===== src/rtl/piso_serializer_pkg.sv =====
// Shared definitions for the LSB-first serial transmitter: FSM encoding and counter sizing.
package piso_serializer_pkg;

   typedef enum logic {
      ST_IDLE  = 1'b0,
      ST_SHIFT = 1'b1
   } state_e;

   function automatic int cnt_width(input int n);
      return (n <= 2) ? 1 : $clog2(n);
   endfunction

endpackage


===== src/rtl/piso_serializer_bit_counter.sv =====
// Modulo-MOD bit index counter: clear has priority, saturates at MOD-1 and never wraps.
// tc_o is combinational from the count; the count updates one cycle after clr_i/en_i.
module bit_counter
   import piso_serializer_pkg::*;
#(
   parameter int MOD = 8,
   parameter int W   = cnt_width(MOD)
) (
   input  logic         clk,
   input  logic         reset,
   input  logic         clr_i,
   input  logic         en_i,
   output logic [W-1:0] cnt_o,
   output logic         tc_o
);

   localparam logic [W-1:0] LAST = W'(MOD - 1);

   logic [W-1:0] cnt_q;
   logic [W-1:0] cnt_d;

   always_comb begin
      cnt_d = cnt_q;
      if (clr_i)
         cnt_d = '0;
      else if (en_i && !tc_o)
         cnt_d = cnt_q + 1'b1;
   end

   always_ff @(posedge clk) begin
      if (!reset)
         cnt_q <= '0;
      else
         cnt_q <= cnt_d;
   end

   assign cnt_o = cnt_q;
   assign tc_o  = (cnt_q == LAST);

endmodule


===== src/rtl/piso_serializer.sv =====
// Parallel-in serial-out transmitter, LSB first, one bit per s_en edge; first bit 1 cycle after handshake.
// p_ready only in IDLE or on the enabled last bit (back-to-back); s_en=0 freezes the frame.
module piso_serializer
   import piso_serializer_pkg::*;
#(
   parameter int   n          = 8,
   parameter logic IDLE_LEVEL = 1'b0
) (
   input  logic         clk,
   input  logic         reset,
   input  logic [n-1:0] p_data,
   input  logic         p_valid,
   output logic         p_ready,
   input  logic         s_en,
   output logic         s_out,
   output logic         s_valid,
   output logic         s_first,
   output logic         s_last
);

   localparam int CW = cnt_width(n);

   state_e         state_q;
   logic [n-1:0]   sr_q;
   logic [n-1:0]   sr_d;
   logic           s_out_q;
   logic           s_valid_q;
   logic           s_first_q;
   logic           s_last_q;
   logic [CW-1:0]  cnt;
   logic           tc;
   logic           load;
   logic           adv;

   assign p_ready = reset & ((state_q == ST_IDLE) | ((state_q == ST_SHIFT) & tc & s_en));
   assign load    = p_valid & p_ready;
   assign adv     = (state_q == ST_SHIFT) & s_en;

   // Rotate rather than zero-fill: bits past the word are never shown, and every bit stays live.
   assign sr_d = {sr_q[0], sr_q[n-1:1]};

   bit_counter #(
      .MOD (n),
      .W   (CW)
   ) u_bit_counter (
      .clk   (clk),
      .reset (reset),
      .clr_i (load | (adv & tc)),
      .en_i  (adv),
      .cnt_o (cnt),
      .tc_o  (tc)
   );

   always_ff @(posedge clk) begin
      if (!reset) begin
         state_q   <= ST_IDLE;
         sr_q      <= '0;
         s_out_q   <= IDLE_LEVEL;
         s_valid_q <= 1'b0;
         s_first_q <= 1'b0;
         s_last_q  <= 1'b0;
      end else if (load) begin
         state_q   <= ST_SHIFT;
         sr_q      <= p_data;
         s_out_q   <= p_data[0];
         s_valid_q <= 1'b1;
         s_first_q <= 1'b1;
         s_last_q  <= 1'b0;
      end else if (adv) begin
         if (tc) begin
            state_q   <= ST_IDLE;
            s_out_q   <= IDLE_LEVEL;
            s_valid_q <= 1'b0;
            s_first_q <= 1'b0;
            s_last_q  <= 1'b0;
         end else begin
            sr_q      <= sr_d;
            s_out_q   <= sr_q[1];
            s_first_q <= 1'b0;
            s_last_q  <= (cnt == CW'(n - 2));
         end
      end
   end

   assign s_out   = s_out_q;
   assign s_valid = s_valid_q;
   assign s_first = s_first_q;
   assign s_last  = s_last_q;

endmodule

===== config.mk =====
export PLATFORM = sky130hd
export DESIGN_NAME = piso_serializer
export DESIGN_NICKNAME = d
export VERILOG_FILES = /design/src/rtl/piso_serializer_pkg.sv /design/src/rtl/piso_serializer_bit_counter.sv /design/src/rtl/piso_serializer.sv
export SDC_FILE = /design/constraint.sdc
export NUM_CORES = 1
export LEC_CHECK = 0
export BUFFER_PORTS_ARGS = -buffer_cell sky130_fd_sc_hd__buf_4
export CELL_PAD_IN_SITES_DETAIL_PLACEMENT = 1
export CELL_PAD_IN_SITES_GLOBAL_PLACEMENT = 2
export CORE_ASPECT_RATIO = 0.7
export CORE_MARGIN = 1.5
export CORE_UTILIZATION = 34
export CTS_CLUSTER_SIZE = 8
export DETAILED_ROUTE_END_ITERATION = 10
export PLACE_DENSITY_LB_ADDON = 0.1
export SYNTH_ARGS = -nofsm -noshare
export SYNTH_HDL_FRONTEND = slang
export SYNTH_SLANG_ARGS = --single-unit

===== constraint.sdc =====
create_clock -name clk -period 3.7 [get_ports clk]
set_input_delay 0.555 -clock clk [delete_from_list [all_inputs] [get_ports clk]]
set_output_delay 0.555 -clock clk [all_outputs]
set_load 0.005 [all_outputs]

==> run metrics <==
cell taking the most area after synthesis dfxtp_1; number of cell rows 15; routed wire length 2240 µm; post-DP HPWL about 1600 µm; Min Clock Period, post-route 2.35 ns; # port buffers 16; Cell variety after synth 33; flop2flop setup slack 1.79 ns; Initial Util 0.354; setup bufs post-CTS 0; cts bufs inserted 3; CP Data Arrival Time ~1.8 ns; Hold Crit Start s_first; H-tree depth 1; Final Skew 0.00631 ns; Fillers between 300 and 400; vias in the first global route between 700 and 800; Clock Tree Buf Depth 2; crit path cell chain ha_1 -> ha_1 -> a21boi_4 -> nor2_1 -> buf_4; Post-synth EDFFs 0; layout net count 123; reg-to-reg startpoint u_bit_counter.cnt_o[0]; CTS tree yes; outcome finished clean; Slew Limit Fails 0; die area 0.00286 mm²; syn nets between 100 and 150; clock latency at the later pin of the worst-skew pair 0.29 ns; diodes inserted 0; initial antenna violation count 0; Gates resized, CTS repair 0; relative slew slack 0.590; Max Cap Viol 0; # hold bufs at CTS 0; slowest CP cell ha_1; async set-reset flop share out of synthesis 0; Post-synth top cells dfxtp_1, nand2_1, nand4_1, nand4b_1, nor2_1; DRT iter0 DRCs 35; gpl congestion 0.722; DR pass1 iterations 4; cell area after synthesis around 860 µm²; Remaining DRCs 0; Worst setup SP type flip-flop; most frequent cell after synthesis dfxtp_1; Min-Delay Path Depth 2; Final Total Pwr 0.000333 W; Congestion Overflow GR 0; worst hold path class reg2reg; Worst-path clk slew 0.10 ns; largest net degree at the start of global routing 21; Die Wd 63.3 µm; root buf cell clkbuf_4; num ports 17; crit share post-route 0.635; first-pass GRT wire length 3730 µm; Synth-to-Final Area Change 14.8%; post-route cell area approximately 990 µm²; share of layout cells above drive strength 1 0.262; top-area cell type share of the netlist area 0.347; area of the multi-input gates 492 µm²; Worst path max stage delay 0.54 ns; synth top area cells dfxtp_1, nand4b_1, a311oi_2; Bufs and invs on worst path 1; hold endpoint s_first; Synth Register Bits 15; CP Max Fanout 18; Hold Violations, Final 0; pwr dens 336 mW/mm²; final setup fails 0; CTS sink count 15; Die Height 45.2 µm; core region area 0.00244 mm²; Setup TNS Final 0 ns; CP most frequent cell ha_1; Mapped Avg Cell Area 9.01 µm²; register area 300 µm²; CP top delay family adder cells; WS Path Type reg2out; DP Area 966 µm²; post-route ant nets 0; post-synthesis cell count 96; total track usage 0.172; Tightest Pin Transition 0.615 ns; Data required, critical path around 3.1 ns; peak supply drop 201 µV; reg2reg path depth 5; register area share after synthesis 0.347; WL per Instance 15.9 µm; crit end category primary output; vias per cell around 5.5; Reg-to-Reg End sr_q[2]; FMAX 425 MHz; Pleak 0.364 nW; Yosys warnings 0; unrepaired setup endpoints after global routing false; vias between 700 and 800; Most used DFF post-synth dfxtp_1
metal layers:
layer	vias to the layer above	share of wire	global-route usage	routed length, µm
li1	385	-	-	-
met1	375	0.52	0.247	1170
met2	14	0.42	0.257	947
met3	2	0.049	0.0549	110
met4	0	0.0031	0.0261	7
met5	-	0	0	0
sequential cells by signal (all words and copies together), names as in the netlist:
register,count
s_last,1
s_out,1
u_bit_counter.cnt_o,3
s_valid,1
sr_q,8
s_first,1
layout make-up:
cell class | count | share of cell area
timing repair buffer | 16 | 0.121
inverter | 3 | 0.0113
tap | 34 | 0.0429
multi-input combinational | 69 | 0.496
sequential | 15 | 0.303
clock buffer | 4 | 0.0265
cells by family after synthesis:
| family | after synthesis | share of synthesized area |
|---|---|---|
| fa+ha+maj | 3 | 0.0434 |
| flops | 15 | 0.347 |
| compound gates | 24 | 0.232 |
| buf+inv | 12 | 0.0839 |
| simple gates | 41 | 0.284 |
| xor+xnor | 1 | 0.0101 |
how the worst max path moves through the flow:
stage	slack, ns	cells after the start	start	endpoint
2_1_floorplan	2.06	5	u_bit_counter.cnt_o[0]	p_ready
3_3_place_gp	1.72	5	u_bit_counter.cnt_o[0]	p_ready
3_5_place_dp	1.66	5	u_bit_counter.cnt_o[0]	p_ready
4_1_cts	1.32	5	u_bit_counter.cnt_o[0]	p_ready
5_1_grt	1.20	5	u_bit_counter.cnt_o[1]	p_ready
6_report	1.35	5	u_bit_counter.cnt_o[0]	p_ready
worst min-delay path, stage by stage, from the launching register on:
cell     delay, ns
dfxtp_1       0.32
nand3_1       0.07
nand2_1       0.05
where the power goes:
| part | switching, W | internal [W] | total [W] |
|---|---|---|---|
| sequential | 0.00000805 | 0.000170 | 0.000178 |
| clock | 0.0000566 | 0.0000419 | 0.0000985 |
| combinational | 0.0000293 | 0.0000271 | 0.0000564 |
| total | 0.0000939 | 0.000239 | 0.000333 |
placed cells by master (no fill, tap or decap), types with 2 or more instances in the layout:
cell type	count
a31o_2	3
nand4_1	6
a31o_1	2
o21ai_0	4
nor2_1	6
nand4b_1	6
buf_4	16
dfxtp_1	15
clkbuf_4	3
nand3b_1	5
nor3_1	3
a311oi_2	3
nand2_1	8
a31oi_1	5
inv_1	2
ha_1	3
nor3b_1	2
stage by stage:
step	utilization	hold slack (ns)	worst slack, ns	std cells
2_1_floorplan	-	0.449	2.06	96
3_3_place_gp	0.396	0.441	1.72	137
3_5_place_dp	0.396	0.456	1.66	137
4_1_cts	0.407	0.471	1.32	141
5_1_grt	0.407	0.506	1.20	141
6_report	0.407	0.468	1.35	141
Power figures use the tool's default switching activity.
